## src/rtl/timer.sv

```systemverilog
// Memory-mapped countdown timer: CTRL/PRESET/COUNT registers in a 16-byte window,
// one-shot or auto-reload counting, masked interrupt from a registered flag.
module timer #(
  parameter logic [31:0] BASE_ADDR = 32'h0000_7F00
) (
  input  logic        clk,
  input  logic        rst,
  input  logic [31:0] addr,
  input  logic        write_enable,
  input  logic [31:0] write_data,
  output logic [31:0] read_result,
  output logic        irq,
  output logic [1:0]  dbg_state
);

  localparam logic [1:0] ST_IDLE = 2'd0;
  localparam logic [1:0] ST_CNT  = 2'd1;
  localparam logic [1:0] ST_INT  = 2'd2;

  logic [3:0]  ctrl;
  logic [31:0] preset;
  logic [31:0] count;
  logic [1:0]  state;
  logic        flag;

  logic        sel;
  logic [1:0]  off;
  logic        wr_ctrl;
  logic        wr_preset;
  logic        en;
  logic        auto_reload;
  logic        unused_addr_bits;

  assign sel         = (addr[31:4] == BASE_ADDR[31:4]);
  assign off         = addr[3:2];
  assign wr_ctrl     = sel & write_enable & (off == 2'd0);
  assign wr_preset   = sel & write_enable & (off == 2'd1);
  assign en          = ctrl[0];
  // Only MODE==1 reloads; 0, 2 and 3 are all one-shot.
  assign auto_reload = (ctrl[2:1] == 2'b01);
  assign unused_addr_bits = ^addr[1:0];

  always_comb begin
    read_result = '0;
    if (sel) begin
      case (off)
        2'd0:    read_result = {28'd0, ctrl};
        2'd1:    read_result = preset;
        2'd2:    read_result = count;
        default: read_result = '0;
      endcase
    end
  end

  assign irq       = flag & ctrl[3];
  assign dbg_state = state;

  // Bus writes are applied first; FSM assignments below override them where
  // they collide, so a flag set beats a write-clear in the same cycle.
  always_ff @(posedge clk or negedge rst) begin
    if (!rst) begin
      ctrl   <= '0;
      preset <= '0;
      count  <= '0;
      state  <= ST_IDLE;
      flag   <= 1'b0;
    end else begin
      if (wr_ctrl)   ctrl   <= write_data[3:0];
      if (wr_preset) preset <= write_data;
      if (wr_ctrl || wr_preset) flag <= 1'b0;

      case (state)
        ST_IDLE: begin
          if (en) begin
            count <= preset;
            state <= ST_CNT;
          end
        end
        ST_CNT: begin
          if (!en) begin
            state <= ST_IDLE;
          end else if (count > 32'd1) begin
            count <= count - 32'd1;
          end else begin
            count <= '0;
            flag  <= 1'b1;
            state <= ST_INT;
          end
        end
        ST_INT: begin
          if (auto_reload) begin
            count <= preset;
            flag  <= 1'b0;
            state <= ST_CNT;
          end else begin
            // A CTRL write in this cycle keeps its EN value.
            if (!wr_ctrl) ctrl[0] <= 1'b0;
            state <= ST_IDLE;
          end
        end
        default: state <= ST_IDLE;
      endcase
    end
  end

endmodule

```

## config.mk

```make
export PLATFORM = sky130hd
export DESIGN_NAME = timer
export DESIGN_NICKNAME = d
export VERILOG_FILES = /design/src/rtl/timer.sv
export SDC_FILE = /design/constraint.sdc
export NUM_CORES = 1
export LEC_CHECK = 0
export BUFFER_PORTS_ARGS = -buffer_cell sky130_fd_sc_hd__buf_2
export CAP_MARGIN = 10
export CORE_MARGIN = 1
export CORE_UTILIZATION = 45
export DETAILED_ROUTE_END_ITERATION = 7
export PLACE_DENSITY = 0.74
export SLEW_MARGIN = 0
export SYNTH_ARGS = -nofsm -noshare
export SYNTH_HDL_FRONTEND = slang
export SYNTH_SLANG_ARGS = --single-unit
```

## constraint.sdc

```tcl
create_clock -name clk -period 4 [get_ports clk]
set_clock_uncertainty 0.15 [all_clocks]
set_input_delay 1.2 -clock clk [delete_from_list [all_inputs] [get_ports clk]]
set_output_delay 1.2 -clock clk [all_outputs]
set_load 0.01 [all_outputs]
```

==> results.json, run 1 <==
{
  "status": "finished with violations",
  "violations": "setup timing",
  "max_freq_mhz": 244,
  "crit_type": "in -> out",
  "grt_setup_unrepaired": "yes",
  "critPathRequiredTime_ps": 2650,
  "drc": 0,
  "leakage_nw": 2.62,
  "io_buffers": 99,
  "synth.area.top_cells": "dfrtp_1 40%, mux2_2 8.7%, a22oi_1 6.0%",
  "synth_top_area_cell": "dfrtp_1",
  "setup_ws_ps": -107,
  "post-route-period-util": 1.03,
  "async_flop_share": 1.00,
  "finalCoreUtilization": 0.593,
  "r2r-start": "count[26]$_DFFE_PN0P_",
  "grtUsageTotal": 0.247,
  "synthDistinctLibCells": 62,
  "num_antenna_cells": 0,
  "hold_viol_final": 0,
  "period_minus_slack_ps": 4110,
  "post_cts_buffers": 0,
  "path_clk_slew_ps": 80,
  "core.rowCount": 35,
  "yosysSeqAreaShare": 0.402,
  "relSlewSlack": 0.412,
  "grt_pass1_wl_um": 19900,
  "syn_nets": 547,
  "drive_gt1_frac": 0.377,
  "clock_sinks": 71,
  "setup_viol": 31,
  "numCtsBuffers": 9,
  "cts_tree": "yes",
  "arrival_ps": 2760,
  "clock_latency_ps": 350,
  "grt_max_degree": 38,
  "synth_flop_cell": "dfrtp_1",
  "io_pins": 102,
  "syn_to_final_growth_pct": 25.8,
  "nets": 640,
  "hpwl_um": 8700,
  "die_y_um": 101,
  "power_density_nw_per_um2": 254,
  "start_util": 0.471,
  "grt_pass1_vias": 4137,
  "gp_congestion": 0.886,
  "worstHoldStart": "preset[26]$_DFFE_PN0P_",
  "antenna_found_initial": 0,
  "worst_pin_slew_ps": 875,
  "cts-htree-levels": 3,
  "yosysWarnings": 0,
  "netlist_instances": 473,
  "grt-ovfl-total": 0,
  "drt_pass1_iterations": 5,
  "path_max_fanout": 22,
  "die_area_sq_um": 10200,
  "worst_hold_slack_ps": 380,
  "ir_drop_mv": 0.193,
  "syn-cell-area_sq_um": 4420,
  "drt_wl_total_um": 12100,
  "maxCapViolations": 0,
  "die_w_um": 101,
  "avgSynthCellArea_sq_um": 9.34,
  "via_per_inst": 5.97,
  "coreArea_sq_um": 9370,
  "slew_violations": 0,
  "post_drt_wl_per_cell_um": 17.3,
  "cts_root_buffer": "clkbuf_8",
  "endpoint_kind": "primary output",
  "clock_path_buffers": 2,
  "drtIter0Drc": 201,
  "vias": 4182,
  "hold_path.class": "reg -> reg",
  "synth_top_area_frac": 0.402,
  "synth-seq-cells": 71,
  "startpoint": "addr[5]",
  "start_kind": "input port",
  "synth-edff-count": 0,
  "ant_nets": 0
}
==> worst max-delay path, stage by stage <==
cell and delay [ps]:
buf_2 90, or4b_1 520, or4_4 460, buf_12 210, nor2_1 120, buf_2 140
==> registers in the layout, summed over array words and instances, names as in the netlist <==
| register | cells |
|---|---|
| ctrl | 4 |
| count | 32 |
| dbg_state | 2 |
| flag | 1 |
| preset | 32 |
==> routing by layer <==
metal,GRT usage,wire length [um]
met4,0.0847,196
met3,0.0305,623
met1,0.321,5350
met2,0.425,5940
met5,0,0
==> stage by stage <==
stage          power [mW]  instance area, sq um  setup slack, ps  cells  TNS (ps)
3_5_place_dp        0.801                  5320             -112    684     -3080
2_1_floorplan       0.745                  4710             79.6    473         0
5_1_grt              1.46                  5560             -204    700     -5620
6_report             1.41                  5560             -107    700     -2820
4_1_cts              1.42                  5540             -119    700     -3250
3_3_place_gp        0.799                  5320             -146    684     -3510
==> cells in the final DEF (no fill, tap or decap), types with 8 or more instances in the layout <==
cell type,count
buf_4,17
inv_1,19
clkbuf_8,9
mux2_2,34
buf_2,99
a22oi_1,35
nor2_1,28
nor3_1,13
nand2_1,17
dfrtp_1,71
o22ai_1,8
a22o_1,13
a21oi_1,14
or3_1,8
o21ai_0,18
nor2_4,30
nand3_1,12
==> Yosys cell counts (all sizes together) (2+ instances only) <==
library cell	instances
and3	7
nand2	17
a211o	4
nor4b	3
nor4	10
a221o	4
a21oi	14
a21boi	2
mux2i	6
ha	7
a22o	13
mux2	35
or4	6
nand3	12
nor2	58
buf	11
clkbuf	25
o2bb2ai	2
o211ai	6
dfrtp	71
o311ai	4
nand3b	2
o32a	2
nand2b	4
nor2b	2
nand4	7
a32o	4
or3	9
o21ai	20
a22oi	35
or2	5
o31ai	3
o22ai	8
nor3	15
inv	19
o41ai	3
and2	3
==> power by group <==
| part | leakage (nW) | switching, mW | internal [mW] |
|---|---|---|---|
| Clock | 0.102 | 0.276 | 0.349 |
| Sequential | 0.987 | 0.00000146 | 0.717 |
| Combinational | 1.53 | 0.0403 | 0.0301 |
==> worst paths after layout <==
path	to	slack, ps	cells past startpoint
worst max-delay path	read_result[0]	-110	6
worst min-delay path	count[26]$_DFFE_PN0P_	380	2
worst max register to register	count[15]$_DFFE_PN0P_	830	6
worst min register to register	count[26]$_DFFE_PN0P_	380	2
max in group asynchronous	preset[1]$_DFFE_PN0P_	2210	2
min in group asynchronous	preset[12]$_DFFE_PN0P_	810	1
==> layout make-up <==
cell class	instances	area (sq um)
Clock buffer	10	128
Clock inverter	6	85.1
Fill cell	864	3820
Inverter	20	75.1
Multi-Input combinational cell	346	2670
Sequential cell	71	1780
Tap cell	129	161
Timing Repair Buffer	118	663
==> kinds of logic (layout without fill, tap and decap cells) <==
kind of cell / count (synthesis) / after routing / synth area share
buffers and inverters: 56 / 154 / 0.0536
muxes: 41 / 41 / 0.103
AOI/OAI and AO/OA: 135 / 135 / 0.229
adders and majority gates: 7 / 7 / 0.0198
and+or+nand+nor: 163 / 163 / 0.192
DFF: 71 / 71 / 0.402
==> repair_timing <==
item,CTS,global route
gates resized for setup,0,3
setup endpoints to repair,31,31
hold buffers,0,0
Power figures use the tool's default switching activity.
==> run 2: changes to the inputs <==
Settings changed: ABC_AREA set to 1.
==> run 2 against run 1 <==
Compared with the run above:
- the run now ends clean
- core utilization is 4.1 points lower
- clock power is 20% lower
- worst setup slack better by 300 ps
- worst hold slack worse by 13 ps
- via count is 11% higher
- sequential power is 2.8% higher
- first-iteration DRC count is 36% higher
- global-route usage is 0.24 points lower
- critical path depth is 3 higher
- sequential share of layout area is 0.33 points higher
- non-clock buffer count is 8 lower
==> results.json, run 2 <==
{
  "status": "finished, final reports clean",
  "grtUsageTotal": 0.245,
  "max_freq_mhz": 263,
  "crit_slowest_cell": "a21oi_1",
  "clock_latency_ps": 350,
  "ir_drop_mv": 0.146,
  "via_per_inst": 5.13,
  "start_util": 0.472,
  "synth-edff-count": 0,
  "synth-xor-area-share": 0.0224,
  "synth_compound_area_frac": 0.171,
  "synth_flop_cell": "dfrtp_1",
  "synth-seq-cells": 71,
  "grt_pass1_vias": 4547,
  "hpwl_um": 8960,
  "slew_violations": 0,
  "drt_pass1_iterations": 5,
  "die_w_um": 104,
  "hold_buffers": 0,
  "reg.largest.list": "count x32, preset x32, ctrl x4",
  "synthTopCellsByCount": "145 x nand2_1, 109 x nor2_1, 91 x a21oi_1, 71 x dfrtp_1, 69 x inv_1",
  "setup_viol": 0,
  "synth_top_family_by_area": "simple AND/OR/NAND/NOR gates",
  "io_buffers": 99,
  "core.rowCount": 36,
  "cts_root_buffer": "clkbuf_8",
  "clock_sinks": 71,
  "synthMuxAreaShare": 0,
  "hold_path.class": "reg -> reg",
  "synth_simple_gate_area_frac": 0.323,
  "drtIter0Drc": 274,
  "cp_num_buf_inv": 4,
  "numCtsBuffers": 9,
  "dpl_cell_area_sq_um": 5340,
  "arrival_ps": 2460,
  "layout_common_cells": "145 x nand2_1, 108 x nor2_1, 99 x buf_2, 91 x a21oi_1, 71 x dfrtp_1",
  "dp.cells": 894,
  "hold_viol_final": 0,
  "cts_resized": 0,
  "ant_nets": 0,
  "synth_fa_ha_area_frac": 0.0186,
  "layout_commonest_cell": "nand2_1",
  "finalNonFillerCells": 909,
  "use_met2": 0.396,
  "power_density_nw_per_um2": 296,
  "leakage_nw": 2.78,
  "top_usage_layer": "met2",
  "worst_pin_slew_ps": 869,
  "post_cts_buffers": 0,
  "finalInstanceArea_sq_um": 5500,
  "endpoint_kind": "primary output",
  "avgSynthCellArea_sq_um": 6.90,
  "drive_gt1_frac": 0.204,
  "yosysSeqAreaShare": 0.378,
  "synth_top_area_cell": "dfrtp_1",
  "cts-htree-levels": 3,
  "cpPeakStageDelay_ps": 200,
  "netlist_instances": 681,
  "use_met3": 0.0489,
  "relSlewSlack": 0.419,
  "critPathTopFamily": "buffers and inverters",
  "synth.most_common_cell": "nand2_1",
  "async_flop_share": 1.00,
  "clock_path_buffers": 2,
  "grt-ovfl-total": 0,
  "yosysWarnings": 0,
  "critPathRequiredTime_ps": 2650,
  "maxCapViolations": 0,
  "post-route-period-util": 0.952,
  "cts_tree": "yes",
  "syn_nets": 755,
  "crit_top_cell": "buf_2",
  "vias": 4660,
  "syn_to_final_growth_pct": 17.0,
  "synthDistinctLibCells": 31,
  "start_kind": "input port",
  "syn-cell-area_sq_um": 4700,
  "grt_pass1_wl_um": 21600,
  "synth_top_area_frac": 0.378,
  "io_pins": 102,
  "gp_congestion": 0.943,
  "path_cells": "buf_2 > nor2_1 > and2_0 > nand2_1 > nor2_2 > inv_1 > buf_12 > a21oi_1 > buf_2",
  "die_y_um": 104,
  "grt_max_degree": 65,
  "num_antenna_cells": 0,
  "nets": 846,
  "grt_setup_unrepaired": "no",
  "die_area_sq_um": 10900,
  "drc": 0,
  "antenna_found_initial": 0,
  "use_met1": 0.329,
  "finalSetupTns_ps": 0,
  "path_clk_slew_ps": 70,
  "coreArea_sq_um": 9950,
  "path_max_fanout": 32,
  "synth.area.top_cells": "dfrtp_1 38%, nand2_1 12%, a21oi_1 9.7%",
  "post_drt_wl_per_cell_um": 13.8,
  "period_minus_slack_ps": 3810,
  "drt_wl_total_um": 12600,
  "crit_type": "in -> out"
}
-- run 2: cell count changes in the layout (fill, tap and decap cells not counted), sizes merged, moves of 25 or more --
cell / previous run / this run
nand2: 17 / 149
a21oi: 14 / 93
nor2: 58 / 119
inv: 19 / 70
nand3: 12 / 62
a22oi: 35 / 0
mux2: 35 / 0
o21ai: 20 / 45
-- run 2: cells by family (layout without fill, tap and decap cells) --
family          Yosys count  after routing
simple gates            339            339
xor+xnor                 12             12
buf+inv                 100            195
fa+ha+maj                 7              7
compound gates          152            152
flops                    71             71
-- run 2: worst register-to-register path, stage by stage (launching register included) --
cell	delay (ps)
dfrtp_1	440
inv_1	110
ha_1	210
inv_2	480
nor2_1	100
nor2_1	120
nand3_1	550
inv_1	180
buf_4	360
nor2_1	100
a21oi_1	130
-- run 2: cell type report --
cell class,count,area [sq um]
clock buffers,14,153
clock inverters,1,5.00
fillers,999,4460
inverters,70,263
multi-input cells,510,2520
flip-flops and latches,71,1780
well taps,133,166
repair buffers,110,616
-- run 2: report_power, final --
part           leakage (nW)  internal (mW)  switching (mW)
sequential            0.987          0.726          0.0113
clock                0.0805          0.239           0.262
combinational          1.71          0.137           0.251
total                  2.78           1.10           0.524
-- run 2: final timing paths --
check / start / slack [ps] / cells after the start / end
min reg2reg: preset[10]$_DFFE_PN0P_ / 370 / 2 / preset[10]$_DFFE_PN0P_
max reg2reg: dbg_state[1]$_DFFE_PN0P_ / 990 / 10 / count[17]$_DFFE_PN0P_
min: preset[10]$_DFFE_PN0P_ / 370 / 2 / preset[10]$_DFFE_PN0P_
min in group asynchronous: rst / 790 / 1 / preset[26]$_DFFE_PN0P_
max in group asynchronous: rst / 2220 / 2 / count[6]$_DFFE_PN0P_
max: addr[29] / 190 / 9 / read_result[31]
-- run 2: metal layers --
metal	routed length (um)	share of wire	vias up
li1	-	-	2376
met3	597	0.048	16
met4	189	0.015	0
met5	0	0	-
met1	5890	0.47	2139
met2	5880	0.47	129
-- run 2: metrics by stage --
step	power (mW)	hold slack, ps	setup WS [ps]	util
after CTS	1.64	367	189	0.552
after detailed placement	1.13	347	192	0.536
final	1.63	367	191	0.552
after global placement	1.12	346	228	0.536
after global routing	1.71	400	42.2	0.552
after floorplan	1.01	325	497	-
